`config.mk`:
```
export PLATFORM = sky130hd
export DESIGN_NAME = sd_spi_responder
export DESIGN_NICKNAME = d
export VERILOG_FILES = /design/src/rtl/sd_spi_pkg.sv /design/src/rtl/spi_slave_byte.sv /design/src/rtl/sd_spi_responder.sv
export SDC_FILE = /design/constraint.sdc
export NUM_CORES = 1
export LEC_CHECK = 0
export ABC_AREA = 1
export BUFFER_PORTS_ARGS = -buffer_cell sky130_fd_sc_hd__buf_4
export CORE_UTILIZATION = 65
export DETAILED_ROUTE_END_ITERATION = 12
export GPL_TIMING_DRIVEN = 1
export PLACE_DENSITY = 0.84
export SKIP_LAST_GASP = 1
export SLEW_MARGIN = 20
export SYNTH_ARGS = -nofsm -noshare
export SYNTH_HDL_FRONTEND = slang
export SYNTH_SLANG_ARGS = --single-unit
```
`constraint.sdc`:
```
create_clock -name clk -period 3.53 [get_ports clk]
set_input_delay 0 -clock clk [delete_from_list [all_inputs] [get_ports clk]]
set_output_delay 0 -clock clk [all_outputs]
set_load 0.005 [all_outputs]
```
`src/rtl/sd_spi_pkg.sv`:
```
// Shared types and constants for the SPI-mode SD-card responder.
// Command indices, R1 bits, FSM states and block geometry.
package sd_spi_pkg;

    typedef enum logic [2:0] {
        ST_IDLE,
        ST_CMD,
        ST_RESP,
        ST_NAC,
        ST_TOKEN,
        ST_DATA,
        ST_CRC
    } state_t;

    localparam logic [5:0] CMD0  = 6'd0;
    localparam logic [5:0] CMD8  = 6'd8;
    localparam logic [5:0] CMD16 = 6'd16;
    localparam logic [5:0] CMD17 = 6'd17;
    localparam logic [5:0] CMD41 = 6'd41;
    localparam logic [5:0] CMD55 = 6'd55;
    localparam logic [5:0] CMD58 = 6'd58;

    localparam logic [7:0] R1_READY   = 8'h00;
    localparam logic [7:0] R1_IDLE    = 8'h01;
    localparam logic [7:0] R1_ILLEGAL = 8'h04;

    localparam logic [7:0] BYTE_FF    = 8'hFF;
    localparam logic [7:0] DATA_TOKEN = 8'hFE;
    localparam int         BLOCK_BYTES = 512;

endpackage

```
`src/rtl/spi_slave_byte.sv`:
```
// SPI mode-0 byte engine: pin synchronisers, sclk edge detect,
// rx/tx shift registers, rx_valid and tx_load_req strobes.
module spi_slave_byte (
    input  logic       clk,
    input  logic       rst,
    input  logic       cs,
    input  logic       sclk,
    input  logic       mosi,
    input  logic [7:0] tx_byte,
    output logic       miso,
    output logic       cs_n,
    output logic       rx_valid,
    output logic [7:0] rx_byte,
    output logic       tx_load_req
);
    logic [1:0] cs_s;
    logic [1:0] sclk_s;
    logic [1:0] mosi_s;
    logic       sclk_d;
    logic       rise;
    logic       fall;
    logic [2:0] rcnt;
    logic [2:0] fcnt;
    logic [7:0] rx_sr;
    logic [7:0] tx_sr;

    assign cs_n = cs_s[1];
    assign rise = sclk_s[1] & ~sclk_d;
    assign fall = ~sclk_s[1] & sclk_d;

    // bring the async SPI pins into clk and remember last sclk
    always_ff @(posedge clk) begin
        if (rst) begin
            cs_s   <= 2'b11;
            sclk_s <= 2'b00;
            mosi_s <= 2'b00;
            sclk_d <= 1'b0;
        end else begin
            cs_s   <= {cs_s[0], cs};
            sclk_s <= {sclk_s[0], sclk};
            mosi_s <= {mosi_s[0], mosi};
            sclk_d <= sclk_s[1];
        end
    end

    // sample on rising, shift out on falling, reload after 8th fall
    always_ff @(posedge clk) begin
        if (rst) begin
            rcnt        <= 3'd0;
            fcnt        <= 3'd0;
            rx_sr       <= 8'h00;
            rx_byte     <= 8'h00;
            rx_valid    <= 1'b0;
            tx_sr       <= 8'hFF;
            tx_load_req <= 1'b0;
            miso        <= 1'b1;
        end else begin
            rx_valid    <= 1'b0;
            tx_load_req <= 1'b0;
            if (cs_n) begin
                rcnt  <= 3'd0;
                fcnt  <= 3'd0;
                tx_sr <= 8'hFF;
                miso  <= 1'b1;
            end else begin
                if (rise) begin
                    rx_sr <= {rx_sr[6:0], mosi_s[1]};
                    rcnt  <= rcnt + 3'd1;
                    if (rcnt == 3'd7) begin
                        rx_valid <= 1'b1;
                        rx_byte  <= {rx_sr[6:0], mosi_s[1]};
                    end
                end
                if (fall) begin
                    fcnt <= fcnt + 3'd1;
                    if (fcnt == 3'd7) begin
                        tx_sr       <= tx_byte;
                        miso        <= tx_byte[7];
                        tx_load_req <= 1'b1;
                    end else begin
                        tx_sr <= {tx_sr[6:0], 1'b1};
                        miso  <= tx_sr[6];
                    end
                end
            end
        end
    end

endmodule

```
`src/rtl/sd_spi_responder.sv`:
```
// Card side of an SPI-mode SD link: init commands plus CMD17
// single-block reads served from an external byte memory.
module sd_spi_responder
    import sd_spi_pkg::*;
#(
    parameter int          ADDR_W    = 20,
    parameter int          NAC_BYTES = 2,
    parameter logic [31:0] OCR_VALUE = 32'hC0FF8000
) (
    input  logic              clk,
    input  logic              rst,
    input  logic              cs,
    input  logic              sclk,
    input  logic              mosi,
    output logic              miso,
    output logic              mem_rd_o,
    output logic [ADDR_W-1:0] mem_addr_o,
    input  logic [7:0]        mem_data_i,
    output logic              card_ready_o
);
    localparam logic [ADDR_W-1:0] ONE = ADDR_W'(1);

    logic        cs_n;
    logic        rx_valid;
    logic        tx_load_req;
    logic [7:0]  rx_byte;
    logic [7:0]  tx_byte;
    state_t      state;
    logic [5:0]  cmd_idx;
    logic [31:0] arg;
    logic [2:0]  arg_cnt;
    logic [2:0]  rlen;
    logic [39:0] resp;
    logic        is_read;
    logic        idle;
    logic        app_cmd;
    logic        rd_d;
    logic [7:0]  data_q;
    logic [7:0]  cnt;
    logic [8:0]  blk_cnt;
    logic [7:0]  r1;
    logic        unused_arg;

    assign r1         = {7'b0, idle};
    assign unused_arg = ^arg;

    spi_slave_byte u_byte (
        .clk         (clk),
        .rst         (rst),
        .cs          (cs),
        .sclk        (sclk),
        .mosi        (mosi),
        .tx_byte     (tx_byte),
        .miso        (miso),
        .cs_n        (cs_n),
        .rx_valid    (rx_valid),
        .rx_byte     (rx_byte),
        .tx_load_req (tx_load_req)
    );

    // decode frames on rx, pick the next tx byte at each boundary
    always_ff @(posedge clk) begin
        if (rst) begin
            state        <= ST_IDLE;
            tx_byte      <= BYTE_FF;
            cmd_idx      <= 6'd0;
            arg          <= 32'h0;
            arg_cnt      <= 3'd0;
            rlen         <= 3'd0;
            resp         <= 40'h0;
            is_read      <= 1'b0;
            idle         <= 1'b1;
            app_cmd      <= 1'b0;
            card_ready_o <= 1'b0;
            mem_rd_o     <= 1'b0;
            mem_addr_o   <= '0;
            rd_d         <= 1'b0;
            data_q       <= 8'h00;
            cnt          <= 8'd0;
            blk_cnt      <= 9'd0;
        end else if (cs_n) begin
            state    <= ST_IDLE;
            tx_byte  <= BYTE_FF;
            mem_rd_o <= 1'b0;
            rd_d     <= 1'b0;
        end else begin
            mem_rd_o <= 1'b0;
            rd_d     <= mem_rd_o;
            if (rd_d) data_q <= mem_data_i;
            if (rx_valid) begin
                case (state)
                    ST_IDLE: begin
                        if (rx_byte[7:6] == 2'b01) begin
                            cmd_idx <= rx_byte[5:0];
                            arg_cnt <= 3'd0;
                            state   <= ST_CMD;
                        end
                    end
                    ST_CMD: begin
                        if (arg_cnt != 3'd4) begin
                            arg     <= {arg[23:0], rx_byte};
                            arg_cnt <= arg_cnt + 3'd1;
                        end else begin
                            state   <= ST_RESP;
                            tx_byte <= BYTE_FF;
                            is_read <= 1'b0;
                            rlen    <= 3'd1;
                            app_cmd <= (cmd_idx == CMD55);
                            case (cmd_idx)
                                CMD0: begin
                                    resp         <= {R1_IDLE, 32'h0};
                                    idle         <= 1'b1;
                                    card_ready_o <= 1'b0;
                                end
                                CMD8: begin
                                    resp <= {r1, 24'h000001, arg[7:0]};
                                    rlen <= 3'd5;
                                end
                                CMD16, CMD55: resp <= {r1, 32'h0};
                                CMD41: begin
                                    if (app_cmd) begin
                                        resp         <= {R1_READY, 32'h0};
                                        idle         <= 1'b0;
                                        card_ready_o <= 1'b1;
                                    end else begin
                                        resp <= {R1_ILLEGAL | r1, 32'h0};
                                    end
                                end
                                CMD58: begin
                                    resp <= {r1, OCR_VALUE};
                                    rlen <= 3'd5;
                                end
                                CMD17: begin
                                    if (card_ready_o) begin
                                        resp       <= {R1_READY, 32'h0};
                                        is_read    <= 1'b1;
                                        mem_addr_o <= {arg[ADDR_W-10:0], 9'b0};
                                    end else begin
                                        resp <= {R1_ILLEGAL, 32'h0};
                                    end
                                end
                                default: resp <= {R1_ILLEGAL | r1, 32'h0};
                            endcase
                        end
                    end
                    default: ;
                endcase
            end
            if (tx_load_req) begin
                case (state)
                    ST_RESP: begin
                        if (rlen != 3'd0) begin
                            tx_byte <= resp[39:32];
                            resp    <= {resp[31:0], 8'h00};
                            rlen    <= rlen - 3'd1;
                        end else begin
                            tx_byte <= BYTE_FF;
                            cnt     <= 8'd1;
                            state   <= is_read ? ST_NAC : ST_IDLE;
                        end
                    end
                    ST_NAC: begin
                        if (cnt == 8'(NAC_BYTES)) begin
                            tx_byte  <= DATA_TOKEN;
                            mem_rd_o <= 1'b1;
                            state    <= ST_TOKEN;
                        end else begin
                            tx_byte <= BYTE_FF;
                            cnt     <= cnt + 8'd1;
                        end
                    end
                    ST_TOKEN: begin
                        tx_byte    <= data_q;
                        mem_addr_o <= mem_addr_o + ONE;
                        mem_rd_o   <= 1'b1;
                        blk_cnt    <= 9'd0;
                        state      <= ST_DATA;
                    end
                    ST_DATA: begin
                        blk_cnt <= blk_cnt + 9'd1;
                        if (blk_cnt == 9'(BLOCK_BYTES - 1)) begin
                            tx_byte <= BYTE_FF;
                            cnt     <= 8'd0;
                            state   <= ST_CRC;
                        end else begin
                            tx_byte <= data_q;
                            if (blk_cnt < 9'(BLOCK_BYTES - 2)) begin
                                mem_addr_o <= mem_addr_o + ONE;
                                mem_rd_o   <= 1'b1;
                            end
                        end
                    end
                    ST_CRC: begin
                        tx_byte <= BYTE_FF;
                        cnt     <= cnt + 8'd1;
                        if (cnt == 8'd1) state <= ST_IDLE;
                    end
                    default: tx_byte <= BYTE_FF;
                endcase
            end
        end
    end

endmodule

```
# [Word level (Yosys, flattened, before mapping)]
# Index checks and enable logic that the tools add are counted.
[totals] in_bits=13 out_inout_bits=23 elab_cells=164 register_bits=163
[classes] reduce_logical=26 bitwise_logic=9 add_sub_neg=7 n_mux=66 eq_ne=26 magnitude_cmp=1
[op_table] cell="$mux 40" count=6
[op_table] cell="$pmux 35 s6" count=1
[op_table] cell="$mux 20" count=8
[op_table] cell="$mux 8" count=9
[op_table] cell="$mux 35" count=2
[op_table] cell="$pmux 8 s4" count=2
[op_table] cell="$mux 3" count=17
[op_table] cell="$pmux 20 s2" count=1
[op_table] cell="$add 20x1->20 const B" count=1
[op_table] cell="$eq 6x6->1 const B" count=3
[op_table] cell="$pmux 9 s2" count=1
[op_table] cell="$eq 3x3->1 const B" count=5
[op_table] cell="$pmux 3 s5" count=1
[op_table] cell="$eq 6x5->1 const B" count=2
[op_table] cell="$ne 2x2->1 const B" count=6
[op_table] cell="$pmux 3 s2" count=2
[op_table] cell="$reduce_and 4->1" count=3
[op_table] cell="$reduce_and 6->1" count=2
[op_table] cell="$mux 1" count=11
[op_table] cell="$reduce_bool 2->1" count=5
[op_table] cell="$add 3x1->3 const B" count=3
[op_table] cell="$add 9x1->9 const B" count=1
[op_table] cell="$eq 9x9->1 const B" count=1
[op_table] cell="$lt 9x9->1 const B" count=1
[op_table] cell="other kinds (25)" count=41

# [Logic depth before layout (Yosys ltp)]
[logic_depth] word_depth=9 ltp_mapped=14 depth_no_buf=13

# [Modules after synthesis]
# A second synthesis with hierarchy kept.
[unflattened] hier_cells=1105 area_unflattened_um2=7696.1
[modules_own_cells] mod="sd_spi_responder" n_inst=1 cells_per_inst=922 area_each_um2=6238.5
[modules_own_cells] mod="spi_slave_byte" n_inst=1 cells_per_inst=183 area_each_um2=1457.6

# [Least setup slack after synthesis]
# No wires, ideal clock.
[synth_path] kind="flip-flop to flip-flop" start="register blk_cnt[1]" end="register cnt[1]" t_arrival_ps=1845 path_slack_ps=1560 setup_ps=125 synth_period_minus_slack_ps=1970 stages_incl_launch_ff=14 path_cell_list="dfxtp_1 ha_1 nand2_1 nor3_1 nand2_1 nor2_1 ha_1 nand2_4 buf_6 nand2_4 nand4_4 buf_6 o21ai_2 nor2_2"
[synth_via] elab_chain_len=3
[synth_rtl] element="start: declaration" line="sd_spi_responder.sv:40" source="logic [8:0] blk_cnt;"
[synth_rtl] element="start signal: assignment" line="sd_spi_responder.sv:180" source="blk_cnt <= blk_cnt + 9'd1;"
[synth_rtl] element="$eq 9x9->1" line="sd_spi_responder.sv:181" source="if (blk_cnt == 9'(BLOCK_BYTES - 1)) begin"
[synth_rtl] element="$ne 2x2->1 (no line)"
[synth_rtl] element="$reduce_and 6->1 (no line)"
[synth_rtl] element="end signal: assignment" line="sd_spi_responder.sv:169" source="cnt <= cnt + 8'd1;"
[synth_rtl] element="end signal: assignment" line="sd_spi_responder.sv:195" source="cnt <= cnt + 8'd1;"
[synth_rtl] element="end: declaration" line="sd_spi_responder.sv:39" source="logic [7:0] cnt;"
# Every way passes these cells.
# A chain may end at the register's enable or synchronous reset.

==> impl_metrics.ini <==
[detailed_routing]
drc = 0
detail-route-antenna-nets = 0
wl_per_cell_um = 14.61
num_vias = 6989
routed_via_density = 5.605
dr.pass1.iters = 6
wl_um = 18220
drtIter0Drc = 656

[place]
placed_area_mm2 = 0.007900
placed_cells = 1205
gp_congestion = 0.9331
port_buffers = 35
pre_cts_ws_ps = 1261
hpwl_um = 12230

[finish]
area_growth_syn_to_layout_pct = 12.51
final_core_util_pct = 75.07
diodes = 0
fin_area_mm2 = 0.008608
drive_above_1_share_pct = 10.51
fillers = 910
final_common_cell = nand2_1
final_cell_mix = nand2_1 (211), dfxtp_1 (163), nor2_1 (134)
finalNetCount = 1119
final_cells = 1247

[die]
die_x_um = 110.5
die_y_um = 110.5
boundaryPins = 36
placementRows = 39
die-area_mm2 = 0.01221
core_area_mm2 = 0.01147
start_util_pct = 66.72

[sta]
slew_headroom_pct = 39.48
period_share_pct = 66.29
whs_ps = 52.16
setup_viol = 0
rsz0062_at_grt = false
tns_ps = 0
fin_worst_skew_ps = 7.655
fin_crit_ps = 2340
hold_violations = 0
final.setup.worst_slack_ps = 1190
max_freq_mhz = 427.4
worst_pin_slew_ps = 906.4
drv_slew = 0

[clock_tree]
clock_sinks = 163
clk_latency_ps = 430
cts_buffers = 17
cts_resized = 0
cts_tree = done
cts_buffer_depth = 2
cts.clk_slew.worst_paths_ps = 60
htree_levels = 4
cts_root_buffer = clkbuf_16

[worst_setup_path]
arrival_ps = 2690
required_ps = 3880
crit_fanout = 24
r2r-start = u_byte.cs_s[1]$_SDFF_PP1_
crit_type = flop to flop
reg2reg_to = resp[6]$_SDFFE_PP0N_
ff2ff_path_depth = 6
r2r_setup_slack_ps = 1190
start_kind = flop
cp-end-kind = flop

[synthesis]
ys_seq_area_share_pct = 42.65
synth_edf_count = 0
ys_seq_elements = 163
syn_avg_cell_area_um2 = 7.211
synth-async-reset-ratio_pct = 0
syn_inst = 1061
yosys_warnings = 0
synthFlopType = dfxtp_1
syn_area_mm2 = 0.007651
yosys.cell_types.count = 46
synth_nets = 1088

[grt]
grt_first_pass_wirelength_um = 30390
grtUsageTotal_pct = 30.71
antenna_found_initial = 0
top_usage_layer = met2
grt_use_met1_pct = 40.15
grt.met2_usage_pct = 50.43
grt_max_degree = 55
grt_pass1_vias = 6422
grt.met3_usage_pct = 6.641
grt-ovfl-total = 0

[power_and_ir_drop]
power_mw = 3.803
intPower_mw = 3.009
power_frac_seq_pct = 48.7
power.density_mw_per_mm2 = 441.8
p_sw_share_pct = 20.87
power_frac_clock_pct = 49.0
peakVddDrop_v = 0.0007186
switchingPower_mw = 0.7939
p_leak_nw = 3.470
pwr-share-comb_pct = 2.3

[hold_path]
hold_end = u_byte.mosi_s[1]$_SDFF_PP0_
hold-path-cell-count = 2
hold_path.class = primary input to flop
hp-start = rst

[job]
drv_cap = 0

[outcome]
status = complete, no violations
-- Yosys cell counts, types with 3 or more instances --
cell      number  share of area (%)
buf_2          9               0.59
a31oi_1       10               0.82
inv_1        102                5.0
nand4_1       10               0.82
ha_1          14                2.3
nand3_1       78                5.1
nor2_1       134                6.6
dfxtp_1      163                 43
o211ai_1       3               0.29
a21oi_1       73                4.8
inv_2         11               0.54
nand2_1      211                 10
o21ai_1        8               0.52
clkbuf_1      15               0.74
o21ai_0      114                7.5
nand3b_1       4               0.39
buf_1          3               0.15
nand2_4        5               0.74
buf_6          8                1.2
nor2_2         4               0.33
nor2_4         9                1.3
o22ai_1        5               0.41
nand2_2        8               0.65
nor3_1        19                1.2
xor2_1        11                1.3
-- cell type report --
cell class / count / area [um^2] / share of cell area (%)
Multi-Input combinational cell: 746 / 3742 / 43.47
Sequential cell: 163 / 3263 / 37.91
Clock buffer: 24 / 501.7 / 5.828
Inverter: 116 / 437.9 / 5.087
Timing Repair Buffer: 48 / 387.9 / 4.506
Tap cell: 143 / 178.9 / 2.078
Clock inverter: 7 / 96.34 / 1.119
-- metal layers --
metal | share of wire (%) | wire, um
met3 | 5.6 | 1024
met5 | 0 | 0
met4 | 1.6 | 300
met2 | 48 | 8658
met1 | 45 | 8232
-- worst max-delay path, stage by stage, from the launching register on --
cell,delay (ps)
dfxtp_1,830
nor2_4,120
inv_2,110
nor2_4,110
nor2_4,450
nand2_1,350
o21ai_0,270
-- state kept, by name (all words and copies together) (netlist names), 6 cells and up --
| register | count |
|---|---|
| blk_cnt | 9 |
| u_byte.tx_sr | 7 |
| cnt | 8 |
| arg | 11 |
| cmd_idx | 6 |
| tx_byte | 8 |
| u_byte.rx_sr | 7 |
| data_q | 8 |
| resp | 40 |
| mem_addr_o | 20 |
| u_byte.rx_byte | 8 |
-- kinds of logic (layout without fill, tap and decap cells) --
group,Yosys count,in the layout,share of synthesized area (%)
fa+ha+maj,14,14,2.289
simple gates,494,494,29.55
flops,163,163,42.65
xor+xnor,13,13,1.488
compound gates,225,225,15.58
buf+inv,152,195,8.438
-- power groups by stage --
stage	logic, mW	clock network (mW)	registers, mW
3_5_place_dp	0.0749	0	1.89
2_1_floorplan	0.0507	0	1.89
5_1_grt	0.0950	1.96	1.85
3_3_place_gp	0.0740	0	1.89
6_report	0.0866	1.86	1.85
4_1_cts	0.0849	1.87	1.85
-- how the worst max path moves through the flow --
stage / from / to / slack, ps / cells after the start
2_1_floorplan: blk_cnt[1]$_SDFFE_PP0P_ / cnt[1]$_SDFFE_PP0P_ / 1560 / 13
3_3_place_gp: u_byte.cs_s[1]$_SDFF_PP1_ / resp[5]$_SDFFE_PP0N_ / 1350 / 6
3_5_place_dp: u_byte.cs_s[1]$_SDFF_PP1_ / resp[1]$_SDFFE_PP0N_ / 1260 / 6
4_1_cts: u_byte.cs_s[1]$_SDFF_PP1_ / resp[1]$_SDFFE_PP0N_ / 1240 / 6
5_1_grt: u_byte.cs_s[1]$_SDFF_PP1_ / resp[4]$_SDFFE_PP0N_ / 980 / 6
6_report: u_byte.cs_s[1]$_SDFF_PP1_ / resp[6]$_SDFFE_PP0N_ / 1190 / 6
-- timing repair --
| item | 4_1_cts | 5_1_grt |
|---|---|---|
| buffers inserted | 0 | 0 |
| hold buffers | 11 | 0 |
| endpoints found under the hold margin | 11 | 0 |
No activity file was read; power rests on OpenSTA's default activity.
